`src/rtl/eeprom_pkg.sv`:
```
// Shared definitions for the EEPROM transaction sequencer and the I2C EEPROM
// controller: FSM states, error codes, control/status bit positions, op codes.
package eeprom_pkg;

  typedef enum logic [2:0] {
    IDLE    = 3'd0,
    LAUNCH  = 3'd1,
    RUN     = 3'd2,
    CLEAR   = 3'd3,
    WR_WAIT = 3'd4,
    DONE    = 3'd5
  } seq_state_t;

  localparam logic [1:0] ERR_OK      = 2'd0;
  localparam logic [1:0] ERR_NACK    = 2'd1;
  localparam logic [1:0] ERR_TIMEOUT = 2'd2;
  localparam logic [1:0] ERR_ALIGN   = 2'd3;

  // Controller control word fields
  localparam int CTRL_EN       = 0;
  localparam int CTRL_MODE_LSB = 1;
  localparam int CTRL_MODE_MSB = 3;
  localparam int CTRL_RATE_LSB = 4;
  localparam int CTRL_RATE_MSB = 6;
  localparam int CTRL_CLR      = 7;

  // Controller status word fields
  localparam int ST_FINISH    = 1;
  localparam int ST_STATE_LSB = 2;
  localparam int ST_STATE_MSB = 9;
  localparam int ST_SMEN      = 10;

  localparam logic [2:0] OP_WREG = 3'd0;
  localparam logic [2:0] OP_RREG = 3'd1;

  // Counter load value for a wait of 'clks' cycles; the counter reaches zero
  // after clks-1 decrements, and 0 collapses to a single-cycle pass-through.
  function automatic logic [31:0] cnt_load(input int unsigned clks);
    return (clks == 0) ? 32'd0 : 32'(clks - 1);
  endfunction

endpackage

```
`src/rtl/seq_down_counter.sv`:
```
// Loadable down counter that stops at zero and flags when it is there.
module seq_down_counter #(
  parameter int WIDTH = 32
) (
  input  logic             i_clk,
  input  logic             i_rst,
  input  logic             i_load,
  input  logic [WIDTH-1:0] i_value,
  input  logic             i_en,
  output logic             o_zero
);

  logic [WIDTH-1:0] r_cnt;

  // Load takes priority over counting; counting saturates at zero
  always_ff @(posedge i_clk or posedge i_rst) begin
    if (i_rst) begin
      r_cnt <= '0;
    end else if (i_load) begin
      r_cnt <= i_value;
    end else if (i_en && (r_cnt != '0)) begin
      r_cnt <= r_cnt - WIDTH'(1);
    end
  end

  assign o_zero = (r_cnt == '0);

endmodule

```
`src/rtl/eeprom_txn_sequencer.sv`:
```
// Converts one CPU 4-byte read/write request into the I2C EEPROM controller
// control-word handshake, including finish-clear and the EEPROM write-cycle wait.
module eeprom_txn_sequencer
  import eeprom_pkg::*;
#(
  parameter logic [6:0]  DEV_ADDR      = 7'h50,
  parameter logic [2:0]  CLK_RATE      = 3'd7,
  parameter int unsigned WR_CYCLE_CLKS = 500000,
  parameter int unsigned TIMEOUT_CLKS  = 2000000
) (
  input  logic        i_clk,
  input  logic        i_rst,
  input  logic        i_req,
  input  logic        i_rw,
  input  logic [15:0] i_addr,
  input  logic [31:0] i_wdata,
  output logic        o_busy,
  output logic        o_done,
  output logic [1:0]  o_err,
  output logic [31:0] o_rdata,
  output logic [31:0] o_ctrl,
  output logic [6:0]  o_dev_addr,
  output logic [15:0] o_reg_addr,
  output logic [31:0] o_w_data,
  input  logic [31:0] i_status,
  input  logic [7:0]  i_rd_data0,
  input  logic [7:0]  i_rd_data1,
  input  logic [7:0]  i_rd_data2,
  input  logic [7:0]  i_rd_data3
);

  localparam logic [31:0] TO_LOAD = cnt_load(TIMEOUT_CLKS);
  localparam logic [31:0] WR_LOAD = cnt_load(WR_CYCLE_CLKS);

  seq_state_t                r_state;
  seq_state_t                w_next;
  logic [ST_SMEN:ST_FINISH]  r_st_q;
  logic                      r_busy;
  logic                      r_done;
  logic [1:0]                r_err;
  logic [31:0]               r_rdata;
  logic                      r_rw;
  logic [15:0]               r_reg_addr;
  logic [31:0]               r_w_data;
  logic [31:0]               w_ctrl;
  logic                      w_accept;
  logic                      w_misaligned;
  logic                      w_finish;
  logic                      w_ctl_idle;
  logic                      w_wr_ok;
  logic                      w_to_zero;
  logic                      w_wr_zero;
  logic                      w_unused_status;

  // Status bits the sequencer never looks at
  assign w_unused_status = ^{i_status[31:ST_SMEN+1], i_status[ST_FINISH-1:0]};

  // A request landing on the o_done cycle is dropped; the CPU re-issues later
  assign w_accept     = (r_state == IDLE) && i_req && !r_busy && !r_done;
  assign w_misaligned = (i_addr[1:0] != 2'b00);
  assign w_finish     = r_st_q[ST_FINISH];
  assign w_ctl_idle   = !r_st_q[ST_SMEN] && (r_st_q[ST_STATE_MSB:ST_STATE_LSB] == 8'd0);
  assign w_wr_ok      = !r_rw && (r_err == ERR_OK);

  seq_down_counter #(.WIDTH(32)) u_timeout_cnt (
    .i_clk   (i_clk),
    .i_rst   (i_rst),
    .i_load  (w_accept && !w_misaligned),
    .i_value (TO_LOAD),
    .i_en    ((r_state == LAUNCH) || (r_state == RUN)),
    .o_zero  (w_to_zero)
  );

  seq_down_counter #(.WIDTH(32)) u_wrcycle_cnt (
    .i_clk   (i_clk),
    .i_rst   (i_rst),
    .i_load  ((r_state == CLEAR) && (w_next == WR_WAIT)),
    .i_value (WR_LOAD),
    .i_en    (r_state == WR_WAIT),
    .o_zero  (w_wr_zero)
  );

  // FSM state register
  always_ff @(posedge i_clk or posedge i_rst) begin
    if (i_rst) r_state <= IDLE;
    else       r_state <= w_next;
  end

  // Next-state logic; progress on status wins over a same-cycle timeout
  always_comb begin
    w_next = r_state;
    case (r_state)
      IDLE:    if (w_accept) w_next = w_misaligned ? DONE : LAUNCH;
      LAUNCH:  if (r_st_q[ST_SMEN]) w_next = RUN;
               else if (w_to_zero) w_next = DONE;
      RUN:     if (w_finish || w_ctl_idle) w_next = CLEAR;
               else if (w_to_zero) w_next = DONE;
      CLEAR:   if (!w_finish) w_next = w_wr_ok ? WR_WAIT : DONE;
      WR_WAIT: if (w_wr_zero) w_next = DONE;
      DONE:    w_next = IDLE;
      default: w_next = IDLE;
    endcase
  end

  // Control word decode; clear is only driven while finish is still seen
  always_comb begin
    w_ctrl = '0;
    if ((r_state == LAUNCH) || (r_state == RUN) || (r_state == CLEAR)) begin
      w_ctrl[CTRL_MODE_MSB:CTRL_MODE_LSB] = r_rw ? OP_RREG : OP_WREG;
      w_ctrl[CTRL_RATE_MSB:CTRL_RATE_LSB] = CLK_RATE;
    end
    if (r_state == LAUNCH) w_ctrl[CTRL_EN]  = 1'b1;
    if (r_state == CLEAR)  w_ctrl[CTRL_CLR] = w_finish;
  end

  // Request latch, status sampling, result and handshake registers
  always_ff @(posedge i_clk or posedge i_rst) begin
    if (i_rst) begin
      r_st_q     <= '0;
      r_busy     <= 1'b0;
      r_done     <= 1'b0;
      r_err      <= ERR_OK;
      r_rdata    <= '0;
      r_rw       <= 1'b0;
      r_reg_addr <= '0;
      r_w_data   <= '0;
    end else begin
      r_st_q <= i_status[ST_SMEN:ST_FINISH];
      r_done <= (r_state == DONE);
      if (w_accept) begin
        r_busy     <= 1'b1;
        r_rw       <= i_rw;
        r_reg_addr <= i_addr;
        r_w_data   <= i_wdata;
        r_err      <= w_misaligned ? ERR_ALIGN : ERR_OK;
      end else if (r_state == DONE) begin
        r_busy <= 1'b0;
      end
      if ((r_state == RUN) && w_finish && r_rw)
        r_rdata <= {i_rd_data0, i_rd_data1, i_rd_data2, i_rd_data3};
      if ((r_state == RUN) && !w_finish && w_ctl_idle)
        r_err <= ERR_NACK;
      if (((r_state == LAUNCH) || (r_state == RUN)) && (w_next == DONE))
        r_err <= ERR_TIMEOUT;
    end
  end

  assign o_busy     = r_busy;
  assign o_done     = r_done;
  assign o_err      = r_err;
  assign o_rdata    = r_rdata;
  assign o_ctrl     = w_ctrl;
  assign o_dev_addr = DEV_ADDR;
  assign o_reg_addr = r_reg_addr;
  assign o_w_data   = r_w_data;

endmodule

```
`config.mk`:
```
export PLATFORM = sky130hd
export DESIGN_NAME = eeprom_txn_sequencer
export DESIGN_NICKNAME = d
export VERILOG_FILES = /design/src/rtl/eeprom_pkg.sv /design/src/rtl/seq_down_counter.sv /design/src/rtl/eeprom_txn_sequencer.sv
export SDC_FILE = /design/constraint.sdc
export NUM_CORES = 1
export LEC_CHECK = 0
export ABC_AREA = 1
export CAP_MARGIN = 20
export CORE_AREA = 4 4 146 148
export CTS_CLUSTER_DIAMETER = 50
export DETAILED_ROUTE_END_ITERATION = 10
export DIE_AREA = 0 0 150 152
export PLACE_DENSITY = 0.69
export SETUP_SLACK_MARGIN = 0.4
export SLEW_MARGIN = 20
export SYNTH_ARGS = -nofsm -noshare
export SYNTH_HDL_FRONTEND = slang
export SYNTH_SLANG_ARGS = --single-unit
export TNS_END_PERCENT = 50
```
`constraint.sdc`:
```
create_clock -name i_clk -period 15.3 [get_ports i_clk]
set_input_delay 2.295 -clock i_clk [delete_from_list [all_inputs] [get_ports i_clk]]
set_output_delay 2.295 -clock i_clk [all_outputs]
set_load 0.005 [all_outputs]
```
# Yosys cells after proc, flatten, opt, wreduce, memory -nomap -nowiden
# Cells that the tools add are included.
totals:
  reg_bits: 162
  inputBits: 116
  output_inout_bits: 123
  wordCells: 78
op_classes:
  addsub: 2
  n_eq_ne: 7
  n_mux: 23
  reduce_logical: 35
op_table:
  columns: ["cell", "n"]
  rows:
  - ["$mux W32", 4]
  - ["$logic_not A32 Y1", 2]
  - ["$reduce_bool A32 Y1", 2]
  - ["$sub A32 B1 Y32 const B", 2]
  - ["$mux W3", 7]
  - ["$pmux W3 S5", 1]
  - ["$logic_and A1 B1 Y1", 14]
  - ["$eq A3 B3 Y1 const B", 4]
  - ["$logic_not A8 Y1", 1]
  - ["$mux W2", 4]
  - ["$reduce_bool A2 Y1", 4]
  - ["$eq A3 B2 Y1 const B", 2]
  - ["$logic_not A1 Y1", 6]
  - ["$mux W1", 6]
  - ["$mux W6", 1]
  - ["$eq A3 B1 Y1 const B", 1]
  - ["$logic_not A3 Y1", 1]
  - ["$logic_or A1 B1 Y1", 3]
  - ["$reduce_bool A3 Y1", 1]
  - ["$logic_not A2 Y1", 1]

# Longest topological paths before layout
logic_depth:
  word_depth: 9
  ltp_mapped: 15
  depth_no_buf: 15

# By module
# Synthesis repeated with hierarchy kept, for this count alone.
hier_totals:
  cells_unflattened: 1298
  hier_area_um2: 9397.8
modules_own_cells:
  columns: ["module", "instances", "cells_per_inst", "area_each_um2", "seq_area_each_um2"]
  rows:
  - ["seq_down_counter", 2, 416, 2519.9, 800.8]
  - ["eeprom_txn_sequencer", 1, 466, 4357.9, 2452.4]

# Worst setup path after synthesis
# No wires, ideal clock.
synth_timing:
  kind: "input -> register"
  from: "input i_req"
  to: "register u_timeout_cnt.r_cnt[6]"
  setup_ps: 123
  arrival_time_ps: 3233
  t_required_ps: 15177
  path_slack_ps: 11945
  cell_stages: 8
  path_buffers: 0
  cell_sequence: "nor3b_1 -> nand3_1 -> nor3_2 -> inv_2 -> nand2_1 -> inv_1 -> o21ai_0 -> nand2_1"
synth_between:
  elab_chain_cells: 5
  elab_cells_between_ends: 6
  cone_classes: "1 x mux; 5 x reduce/logical"
synth_lines:
  columns: ["element", "line_no", "text"]
  rows:
  - ["start: declaration", "eeprom_txn_sequencer.sv:13", "input logic i_req,"]
  - ["$logic_and A1 B1 Y1 (*) (3 in a row)", "eeprom_txn_sequencer.sv:59", "assign w_accept = (r_state == IDLE) && i_req && !r_busy && !r_done;"]
  - ["$logic_and A1 B1 Y1 (*)", "eeprom_txn_sequencer.sv:68", ".i_load (w_accept && !w_misaligned),"]
  - ["$mux W32 or $reduce_bool A2 Y1 (tied branches)", null, null]
  - ["end signal: assignment", "seq_down_counter.sv:20", "r_cnt <= i_value;"]
  - ["end signal: assignment", "seq_down_counter.sv:22", "r_cnt <= r_cnt - WIDTH'(1);"]
  - ["end: declaration", "seq_down_counter.sv:13", "logic [WIDTH-1:0] r_cnt;"]
# Mark *: on every way between the ends. The rest lies on a longest branch, timed or not.
# A chain may end at the register's enable or synchronous reset.

# Worst setup path after layout
layout_timing:
  from: "register r_state[2]"
  to: "output o_ctrl[7]"
layout_between:
  elab_chain_cells: 2
layout_lines:
  columns: ["element", "line_no", "text"]
  rows:
  - ["start: declaration", "eeprom_txn_sequencer.sv:35", "seq_state_t r_state;"]
  - ["start signal: assignment", "eeprom_txn_sequencer.sv:86", "else r_state <= w_next;"]
  - ["$eq A3 B2 Y1", "eeprom_txn_sequencer.sv:113", "if (r_state == CLEAR) w_ctrl[CTRL_CLR] = w_finish;"]
  - ["$mux W1", "eeprom_txn_sequencer.sv:113", null]
  - ["end: declaration", "eeprom_txn_sequencer.sv:21", "output logic [31:0] o_ctrl,"]
# No other way between the ends.

==> metrics.md <==
| Metric | Value |
|---|---|
| Psw | 0.5760 mW |
| Synth Instances | slightly above 900 |
| Simple-gate area share of the yosys netlist | between 20% and 30% |
| Largest family of logic cells by synthesized area | simple AND/OR/NAND/NOR gates |
| Clock root buffer | clkbuf_16 |
| Sequential share of power | around 39% |
| Critical hold path startpoint | o_w_data[20] |
| Int Pwr | between 1 and 1.5 mW |
| Max clock buf depth | 2 |
| Layout net count | 1222 |
| Vias per cell | 4.558 |
| Combinational Power Share | about 36% |
| XOR/XNOR share of the synthesized area | 3.303% |
| CTS Sinks | 162 |
| Commonest non-fill, non-tap cell in the layout | nand2_1 |
| Bufs and invs on worst path | 2 |
| MaxCap Viol Count | 0 |
| Clk_lat worst skew | 0.43 ns |
| Fin cells | 1387 |
| Crit share post-route | 28.45% |
| Vias in the first global route | 6417 |
| Die area | 22800 um^2 |
| Worst Hold Slack | approximately 0.48 ns |
| Starting Density | 39.51% |
| Hold Path End | o_w_data[20] |
| DRT iter0 DRCs | 277 |
| Status | finished clean |
| Die Ht | 152 um |
| Min Tclk post-route | 4.353 ns |
| R2R setup slack | 12.71 ns |
| Post-route cell area | between 10000 and 15000 um^2 |
| R2r startpoint | u_timeout_cnt.r_cnt[0] |
| Post-Syn Area | 7918 um^2 |
| Biggest cell delay along the critical path | 0.57 ns |
| Max-slew violations | 0 |
| CP max-delay cell | clkdlybuf4s50_1 |
| Peak VDD IR | 0.00009170 V |
| Final Hold Viols | 0 |
| First-pass GRT wire length | 31840 um |
| Fraction of synthesized area in multiplexers | 4.551% |
| Top FF cell, synth | dfrtp_1 |
| Setup repair bufs after CTS | 0 |
| Cells along the critical path | nor3_1 -> inv_1 -> nor2_1 -> clkdlybuf4s50_1 |
| Ys async rst share | 100.0% |
| CTS resizes | 0 |
| TritonCTS buffer count | 17 |
| Initial antenna violation count | 0 |
| Synthesis-stage register bit count | 162 |
| Slew @ Worst Pin | 0.7747 ns |
| Data required, critical path | 13.01 ns |
| Fmax | 229.7 MHz |
| Final setup viols | 0 |
| Vias post-DR | 6322 |
| Chip width | about 150 um |
| CP Depth | 4 |
| Hold Path Depth | 2 |
| Compound-Gate Fraction of Synth Area | 2.924% |
| RSZ-0062 raised after global routing | false |
| Switching Fraction | 33.30% |
| R2r endpoint | u_timeout_cnt.r_cnt[30] |
| Post-synth EDFFs | 0 |
| Layout cell share with drive strength beyond 1 | about a tenth |
| Worst-path clk slew | about 0.080 ns |
| Hpwl dp | 13730 um |
| DRT antenna net count | 0 |
| Port bufs | 183 |
| Synth cell types | between 40 and 50 |
| Diode count | 0 |
| Sequential area share after synthesis | about half |
| Pwr/cell area | 165.1 nW/um^2 |
| Routed length per instance | 13.67 um |
| DRT Pass-1 Iters | 5 |
| Crit path DAT | 2.06 ns |
| Overflow after GRT | 0 |
| Fin Setup TNS | 0 ns |
| Synthesis Warnings | 0 |
| Lkg Pwr | 4.995 nW |
| Clock Skews | 0.01278 ns |
| H-tree depth | 4 |
| P&R area growth vs syn | 32.33% |
| Largest net degree at the start of global routing | 88 |
| Adder-cell share of the synthesized area | 0.3161% |
| Gpl congestion | ~0.8 |
| Min-Delay Path Class | reg -> reg |
| Row Count | 52 |
| Synthesized area per cell | 8.578 um^2 |
| Fillcell total | around 1900 |
| Ports | 239 |
| Most frequent cells in the layout | nand2_1 (275), clkdlybuf4s50_1 (183), dfrtp_1 (162) |
| CTS Hold Bufs | 0 |
| Clock power share | approximately 26% |
| Core area | 20040 um^2 |
| CP Capture Type | primary output |
| Placed Area | 9857 um^2 |
| Placed Cells | 1355 |
| DRC Markers | 0 |
| Crit Path Max Fanout | 7 |
| CTS tree | built |
| Worst reg2reg path depth | 10 |
| Worst setup path class | reg -> out |
| Max_slew headroom | 48.35% |
| GRT Total Usage | 17.18% |
| Routed WL | 18970 um |
| CP delay by family, top | buffers and inverters |
| Crit start category | flip-flop |
## layout make-up
| type | instances | area (um^2) | share of cell area, % |
|---|---|---|---|
| clock inverters | 14 | 187.7 | 1.791 |
| multi-input cells | 623 | 3168 | 30.24 |
| inverters | 112 | 427.9 | 4.084 |
| well taps | 270 | 337.8 | 3.224 |
| flip-flops and latches | 162 | 4054 | 38.69 |
| repair buffers | 188 | 1873 | 17.88 |
| clock buffers | 18 | 429.2 | 4.096 |
## registers in the layout (all words and copies together), names as in the netlist
register / flops
o_rdata: 32
o_w_data: 32
u_timeout_cnt.r_cnt: 32
u_wrcycle_cnt.r_cnt: 32
o_reg_addr: 16
r_st_q: 10
r_state: 3
o_err: 2
o_busy: 1
o_done: 1
r_rw: 1
## cell usage after synthesis, types with 7 or more instances
cell type	count	area, um^2
a21oi_1	9	45.04
buf_2	9	45.04
buf_4	37	277.8
dfrtp_1	162	4054
inv_1	104	390.4
inv_2	7	26.28
mux2_2	30	337.8
nand2_1	275	1032
nand3_1	38	190.2
nand3b_1	7	52.55
nand4_1	14	87.58
nor2_1	95	356.6
nor2_2	9	56.30
nor3_1	15	75.07
o21ai_0	24	120.1
xor2_1	24	210.2
## metal layers
metal / track usage, % / share of wire (%) / vias up
li1: - / - / 3169
met1: 21.89 / 43 / 2939
met2: 26.89 / 46 / 194
met3: 7.090 / 9.4 / 20
met4: 4.967 / 1.6 / 0
met5: 0 / 0 / -
## metrics by stage
stage | worst slack [ns] | util (%) | total power, mW
after global placement | 10.69 | 49.19 | 1.284
after CTS | 10.92 | 52.27 | 1.752
after detailed placement | 10.65 | 49.19 | 1.297
after floorplan | 8.628 | - | 0.9732
final | 10.95 | 52.29 | 1.730
after global routing | 10.87 | 52.29 | 1.853
## worst max path at each step
stage / to / start / slack [ns]
finish: o_ctrl[7] / r_state[2] / 10.95
global route: o_ctrl[7] / r_state[2] / 10.87
CTS: o_ctrl[7] / r_state[2] / 10.92
detailed placement: o_err[0] / i_req / 10.65
global placement: o_err[0] / i_req / 10.69
floorplan: o_busy / i_rst / 8.63
## power groups by stage
| stage | combinational, mW | clock, mW | sequential [mW] |
|---|---|---|---|
| finish | 0.619 | 0.444 | 0.666 |
| global placement | 0.617 | 0 | 0.667 |
| global route | 0.692 | 0.476 | 0.685 |
| floorplan | 0.303 | 0 | 0.670 |
| detailed placement | 0.627 | 0 | 0.670 |
| CTS | 0.629 | 0.456 | 0.667 |
## worst min-delay path, delay by kind of cell, from the launching register on
kind | cells | cell delay [ns]
flops | 1 | 0.35
simple gates | 2 | 0.10
## cells by family after synthesis
| group | Yosys count |
|---|---|
| adder cells (fa/ha/maj) | 2 |
| AO/OA/AOI/OAI | 43 |
| XOR/XNOR | 29 |
| flip-flops | 162 |
| other | 2 |
| multiplexers | 32 |
| AND/OR/NAND/NOR | 484 |
| buffers and inverters | 169 |
Power figures use the tool's default switching activity.
